--- src/rtl/rcv_pkg.sv ---
// Shared types and limits for the UART receive block.
package rcv_pkg;

   typedef enum logic [2:0] {IDLE, START, DATA, STOP, LOAD} rcv_state_t;

   localparam int unsigned MIN_BIT_PERIOD = 10;
   localparam int unsigned MIN_DATA_SIZE  = 5;
   localparam int unsigned MAX_DATA_SIZE  = 8;
   localparam int unsigned BIT_CNT_W      = 14;

endpackage

--- src/rtl/rcv_if.sv ---
// Consumer-facing side of the receiver: received byte, status flags and read strobe.
interface rcv_if;

   logic       data_read;
   logic [7:0] rx_data;
   logic       data_ready;
   logic       overrun_error;
   logic       framing_error;

   modport master (
      input  data_read,
      output rx_data, data_ready, overrun_error, framing_error
   );

   modport slave (
      output data_read,
      input  rx_data, data_ready, overrun_error, framing_error
   );

endinterface

--- src/rtl/rcv_timer.sv ---
// Bit-timing counter: pulses strobe every `period` enabled cycles, restarting after each strobe.
module rcv_timer
   import rcv_pkg::*;
(
   input  logic                 clk,
   input  logic                 n_rst,
   input  logic                 clear,
   input  logic                 enable,
   input  logic [BIT_CNT_W-1:0] period,
   output logic                 strobe
);

   logic [BIT_CNT_W-1:0] cnt_q, cnt_d;

   always_comb begin
      strobe = 1'b0;
      cnt_d  = cnt_q;
      if (clear) begin
         cnt_d = '0;
      end else if (enable) begin
         if (cnt_q == period - BIT_CNT_W'(1)) begin
            strobe = 1'b1;
            cnt_d  = '0;
         end else begin
            cnt_d = cnt_q + BIT_CNT_W'(1);
         end
      end
   end

   always_ff @(posedge clk or negedge n_rst) begin
      if (!n_rst) cnt_q <= '0;
      else        cnt_q <= cnt_d;
   end

endmodule

--- src/rtl/rcv_block.sv ---
// UART receiver: synchronizes serial_in, frames start/data/stop bits and holds the last good byte.
module rcv_block
   import rcv_pkg::*;
#(
   parameter int SYNC_STAGES = 2
) (
   input  logic        clk,
   input  logic        n_rst,
   input  logic        serial_in,
   input  logic [3:0]  data_size,
   input  logic [13:0] bit_period,
   rcv_if.master       bus
);

   function automatic logic [3:0] clamp_size(input logic [3:0] size);
      if (size < 4'(MIN_DATA_SIZE) || size > 4'(MAX_DATA_SIZE)) return 4'(MAX_DATA_SIZE);
      return size;
   endfunction

   function automatic logic [13:0] clamp_period(input logic [13:0] period);
      if (period < 14'(MIN_BIT_PERIOD)) return 14'(MIN_BIT_PERIOD);
      return period;
   endfunction

   rcv_state_t              state_q, state_d;
   logic [SYNC_STAGES-1:0]  sync_q, sync_d;
   logic                    sync_prev_q, sync_prev_d;
   logic                    sync_in;
   logic [3:0]              size_q, size_d;
   logic [13:0]             period_q, period_d;
   logic [3:0]              bit_cnt_q, bit_cnt_d;
   logic [7:0]              shift_q, shift_d;
   logic [7:0]              rx_data_q, rx_data_d;
   logic                    data_ready_q, data_ready_d;
   logic                    overrun_q, overrun_d;
   logic                    framing_q, framing_d;
   logic                    strobe;
   logic [13:0]             timer_period;

   assign sync_in      = sync_q[SYNC_STAGES-1];
   assign sync_d       = {sync_q[SYNC_STAGES-2:0], serial_in};
   assign sync_prev_d  = sync_in;
   // The start bit is sampled half a period in so data bits land mid-bit.
   assign timer_period = (state_q == START) ? (period_q >> 1) : period_q;

   rcv_timer u_timer (
      .clk    (clk),
      .n_rst  (n_rst),
      .clear  (state_q == IDLE),
      .enable (state_q == START || state_q == DATA || state_q == STOP),
      .period (timer_period),
      .strobe (strobe)
   );

   always_comb begin
      state_d      = state_q;
      size_d       = size_q;
      period_d     = period_q;
      bit_cnt_d    = bit_cnt_q;
      shift_d      = shift_q;
      rx_data_d    = rx_data_q;
      data_ready_d = data_ready_q;
      overrun_d    = overrun_q;
      framing_d    = framing_q;

      if (bus.data_read && data_ready_q) begin
         data_ready_d = 1'b0;
         overrun_d    = 1'b0;
      end

      case (state_q)
         IDLE: begin
            if (sync_prev_q && !sync_in) begin
               state_d   = START;
               size_d    = clamp_size(data_size);
               period_d  = clamp_period(bit_period);
               bit_cnt_d = '0;
            end
         end
         START: begin
            if (strobe) begin
               if (!sync_in) begin
                  state_d   = DATA;
                  framing_d = 1'b0;
               end else begin
                  state_d = IDLE;
               end
            end
         end
         DATA: begin
            if (strobe) begin
               shift_d   = {sync_in, shift_q[7:1]};
               bit_cnt_d = bit_cnt_q + 4'd1;
               if (bit_cnt_d == size_q) state_d = STOP;
            end
         end
         STOP: begin
            if (strobe) begin
               if (sync_in) begin
                  state_d = LOAD;
               end else begin
                  framing_d = 1'b1;
                  state_d   = IDLE;
               end
            end
         end
         LOAD: begin
            // Bits entered at the MSB end, so shift down to right-justify short frames.
            rx_data_d    = shift_q >> (4'(MAX_DATA_SIZE) - size_q);
            data_ready_d = 1'b1;
            if (data_ready_q) overrun_d = ~bus.data_read;
            state_d      = IDLE;
         end
         default: state_d = IDLE;
      endcase
   end

   always_ff @(posedge clk or negedge n_rst) begin
      if (!n_rst) begin
         state_q      <= IDLE;
         sync_q       <= '1;
         sync_prev_q  <= 1'b1;
         size_q       <= '0;
         period_q     <= '0;
         bit_cnt_q    <= '0;
         rx_data_q    <= '0;
         data_ready_q <= 1'b0;
         overrun_q    <= 1'b0;
         framing_q    <= 1'b0;
      end else begin
         state_q      <= state_d;
         sync_q       <= sync_d;
         sync_prev_q  <= sync_prev_d;
         size_q       <= size_d;
         period_q     <= period_d;
         bit_cnt_q    <= bit_cnt_d;
         rx_data_q    <= rx_data_d;
         data_ready_q <= data_ready_d;
         overrun_q    <= overrun_d;
         framing_q    <= framing_d;
      end
   end

   always_ff @(posedge clk) begin
      shift_q <= shift_d;
   end

   assign bus.rx_data       = rx_data_q;
   assign bus.data_ready    = data_ready_q;
   assign bus.overrun_error = overrun_q;
   assign bus.framing_error = framing_q;

endmodule

--- src/flat_wrapper.sv ---
// flat-port wrapper written by rule: the top's interface ports become plain ports
module rcv_block_flat import rcv_pkg::*;
#(
   parameter int SYNC_STAGES = 2
)
  (clk, n_rst, serial_in, data_size, bit_period, bus_data_read, bus_rx_data, bus_data_ready, bus_overrun_error, bus_framing_error);
  rcv_if bus_i ();
  input  logic clk;
  input  logic n_rst;
  input  logic serial_in;
  input  logic [3:0] data_size;
  input  logic [13:0] bit_period;
  input wire logic [$bits(bus_i.data_read)-1:0] bus_data_read;
  output wire logic [$bits(bus_i.rx_data)-1:0] bus_rx_data;
  output wire logic [$bits(bus_i.data_ready)-1:0] bus_data_ready;
  output wire logic [$bits(bus_i.overrun_error)-1:0] bus_overrun_error;
  output wire logic [$bits(bus_i.framing_error)-1:0] bus_framing_error;
  assign bus_i.data_read = bus_data_read;
  assign bus_rx_data = bus_i.rx_data;
  assign bus_data_ready = bus_i.data_ready;
  assign bus_overrun_error = bus_i.overrun_error;
  assign bus_framing_error = bus_i.framing_error;
  rcv_block #(.SYNC_STAGES(SYNC_STAGES)) u_core (.clk(clk), .n_rst(n_rst), .serial_in(serial_in), .data_size(data_size), .bit_period(bit_period), .bus(bus_i));
endmodule
--- config.mk ---
export PLATFORM = sky130hd
export DESIGN_NAME = rcv_block_flat
export DESIGN_NICKNAME = d
export VERILOG_FILES = /design/src/rtl/rcv_pkg.sv /design/src/rtl/rcv_if.sv /design/src/rtl/rcv_timer.sv /design/src/rtl/rcv_block.sv /design/src/flat_wrapper.sv
export SDC_FILE = /design/constraint.sdc
export NUM_CORES = 1
export LEC_CHECK = 0
export BUFFER_PORTS_ARGS = -buffer_cell sky130_fd_sc_hd__buf_2
export CAP_MARGIN = 20
export CORE_ASPECT_RATIO = 0.8
export CORE_MARGIN = 5
export CORE_UTILIZATION = 54
export DETAILED_ROUTE_END_ITERATION = 16
export MAX_ROUTING_LAYER = met4
export PLACE_DENSITY = 0.76
export SYNTH_ARGS = -nofsm -noshare
export SYNTH_HDL_FRONTEND = slang
export SYNTH_SLANG_ARGS = --single-unit
--- constraint.sdc ---
create_clock -name clk -period 4.1 [get_ports clk]
set_clock_uncertainty 0.1 [all_clocks]
set_input_delay 0.41 -clock clk [delete_from_list [all_inputs] [get_ports clk]]
set_output_delay 0.41 -clock clk [all_outputs]
set_load 0.01 [all_outputs]
==> results.py <==
metrics = {
    "status": {
        "status": "finished, final reports clean",
    },
    "grt": {
        "grt_max_degree": 54,
        "gr-usage-met2_pct": 30.2,
        "use_met1_pct": 31.2,
        "grt_pass1_wl_mm": 14.4,
        "gr-total-overflow": 0,
        "grt_pass1_vias": 2994,
        "use_met3_pct": 6.15,
        "antenna_found_initial": 0,
        "grt.total_usage_pct": 21.8,
        "busiest_layer": "met1",
    },
    "floorplanning": {
        "core_area_um2": 6820,
        "die_x_um": 103,
        "die_area_um2": 8720,
        "initial_core_util_pct": 55.0,
        "die-height_um": 84.5,
        "rows": 27,
        "pin_count": 33,
    },
    "power_and_ir_drop": {
        "p_leak_uw": 0.00189,
        "irDropWorstVdd_mv": 0.391,
        "total_power_uw": 2540,
        "p_per_area_nw_per_um2": 601,
    },
    "cells_and_area": {
        "drive_above_1_share_pct": 19.4,
        "fin_util_pct": 62.0,
        "area_delta_synth_final_pct": 12.8,
        "layout_common_cells": "58 x nand2_1, 50 x dfrtp_1, 32 x buf_2, 20 x nand3_1, 19 x inv_1",
        "final_common_cell": "nand2_1",
        "n_antenna_cell": 0,
        "fin_nets": 460,
    },
    "route": {
        "drt_iter0_markers": 226,
        "route.detailed.drc": 0,
        "route.vias.total": 3119,
        "postRouteAntennaNets": 0,
        "wire_per_inst_um": 15.9,
        "wl_mm": 8.37,
        "dr.pass1.iters": 4,
        "via_per_inst": 5.93,
    },
    "clocking": {
        "ctsHtreeMaxLevel": 3,
        "clk_pin_slew_ns": 0.07,
        "clk_path_buf_depth": 2,
        "cts-root-buf": "clkbuf_8",
        "clock_latency_ns": 0.35,
        "clkSinkCount": 61,
        "cts_buffers": 9,
        "cts_tree": "built",
    },
    "critical_path": {
        "worstSetupPathType": "flip-flop to flip-flop",
        "startpoint_type": "flip-flop",
        "slowest_delay_ns": 0.66,
        "slowest_stage": "or4b_2",
        "crit_path_end_kind": "flip-flop",
        "crit_chain": "nor3b_4 > buf_4 > mux2i_1 > ha_1 > or4b_2 > nor4_1 > nor4b_1 > xnor2_1 > nand3_1 > o21ba_2 > and4_1 > a21oi_1 > a211o_1",
        "required_ns": 4.23,
        "critPathMaxFanout": 6,
        "arrival_ns": 4.06,
    },
    "logic_synthesis": {
        "synth_top_family_by_area": "simple AND/OR/NAND/NOR gates",
        "yosys.area_share.adder_pct": 1.33,
        "synthMuxAreaShare_pct": 7.87,
        "synth-seq-cells": 61,
        "synth_xor_area_share_pct": 5.61,
        "synth-seq-area-share_pct": 41.9,
        "synthCells": 403,
        "synth.avg_cell_area_um2": 9.30,
        "synth_warnings": 0,
        "syn_nets": 429,
        "yosysUniqueCellTypes": 63,
        "synth_flop_cell": "dfrtp_1",
        "synth-compound-area-share_pct": 16.4,
        "async_flop_share_pct": 86.9,
        "synth_enable_flop_cells": 8,
        "synth_area_um2": 3750,
        "synthSimpleGateAreaFrac_pct": 22.7,
    },
    "timing": {
        "slew_viol_final": 0,
        "min_period_over_period_pct": 95.8,
        "rsz0062_at_grt": "no",
        "fmax_ghz": 0.255,
        "hold_violations": 0,
        "setup_viol": 0,
        "finalCriticalPeriod_ns": 3.93,
        "worstMarginPinSlew_ns": 0.799,
        "hold_ws_ns": 0.0652,
        "fin_setup_tns_ns": 0,
        "relSlewSlack_pct": 46.6,
    },
    "placement": {
        "gp_congestion": 0.855,
        "dpl.hpwl_mm": 5.93,
        "io_buffers": 32,
    },
    "min_path": {
        "hold_class": "input pin to flip-flop",
    },
    "job": {
        "drv_cap": 0,
    },
}
## synthesized netlist by cell type, types with 3 or more instances
library cell   n  area share (%)
o21ai_0       15             2.0
o22ai_1       10             1.7
buf_2          6            0.80
a31oi_1        5            0.83
or4_1          4            0.80
nor2_1        18             1.8
nor3b_1        3            0.60
nand3_1       20             2.7
dfrtp_1       50              33
nor3_1         9             1.2
nor2b_1        5            0.83
nand4_1        6             1.0
nand2_1       59             5.9
mux2_2         6             1.8
edfxtp_1       8             6.4
xor2_1         7             1.6
mux2i_1       16             4.3
nor4_1         4            0.67
and3_1         9             1.5
a21oi_1       16             2.1
dfstp_2        3             2.1
a22o_1         6             1.4
xnor2_1       17             4.0
nand2b_1       4            0.67
inv_1         19             1.9
clkbuf_1      13             1.3
ha_1           4             1.3
or3_1          7             1.2
a211oi_1       7             1.4
## area by class of cell
class                   count  area, µm²
clock buffers              12        145
clock inverters             4       47.5
fillers                   590       2590
inverters                  19       71.3
multi-input cells         302       2060
flip-flops and latches     61       1570
well taps                  87        109
repair buffers             41        228
## critical path: cells and delay by family, from the launching register on
family	cells	cell delay, ns
adders and majority gates	1	0.23
xor gates and xnor gates	1	0.18
DFF	1	0.43
muxes	1	0.18
and+or+nand+nor	6	1.72
AOI/OAI and AO/OA	3	0.80
buffers and inverters	1	0.17
## routing by layer
metal / part of all wire [%] / vias up / wire length, µm
met5: 0 / - / 0
met4: 1.3 / 0 / 106
met3: 6.1 / 9 / 507
met2: 44 / 73 / 3700
met1: 49 / 1501 / 4060
li1: - / 1536 / -
## repair_timing
action	4_1_cts	5_1_grt
setup endpoints to repair	0	18
hold buffers	0	0
gates resized for setup	0	3
buffers inserted	0	1
## stage by stage
stage	instance area [µm²]	setup slack [ns]	instances
6_report	4230	0.174	526
5_1_grt	4230	0.000897	526
4_1_cts	4210	0.0593	525
3_5_place_dp	4020	0.0861	509
3_3_place_gp	4020	0.230	509
2_1_floorplan	3780	0.0300	403
## logic make-up after synthesis
logic type	Yosys count
and+or+nand+nor	163
DFF	61
adders and majority gates	4
xor gates and xnor gates	24
buffers and inverters	40
muxes	26
AOI/OAI and AO/OA	85
## worst paths after layout
check	end	cells after the start	slack (ns)	start
max in group asynchronous	u_core.u_timer.cnt_q[1]$_DFFE_PN0P_	2	3.37	n_rst
min in group asynchronous	u_core.period_q[11]$_DFFE_PN0P_	2	0.08	n_rst
max reg2reg	u_core.bit_cnt_q[2]$_DFFE_PN0P_	13	0.17	u_core.state_q[0]$_DFFE_PN0P_
min	u_core.sync_q[0]$_DFF_PN1_	1	0.07	serial_in
min reg2reg	u_core.sync_q[1]$_DFF_PN1_	0	0.26	u_core.sync_q[0]$_DFF_PN1_
max	u_core.bit_cnt_q[2]$_DFFE_PN0P_	13	0.17	u_core.state_q[0]$_DFFE_PN0P_
## flip-flops by register name (all words and copies together) (netlist names), named ones only
signal and flops:
u_core.bit_cnt_q 4, u_core.bus.data_ready 1, u_core.bus.framing_error 1, u_core.bus.rx_data 8, u_core.period_q 14, u_core.shift_q 8, u_core.size_q 4, u_core.state_q 3
u_core.sync_prev_q 1, u_core.sync_q 2, u_core.u_timer.cnt_q 14
## power breakdown
group | switching, µW | total (µW) | internal, µW
clock network | 236 | 532 | 296
registers | 227 | 951 | 724
logic | 551 | 1060 | 506
No activity file was read; power rests on OpenSTA's default activity.
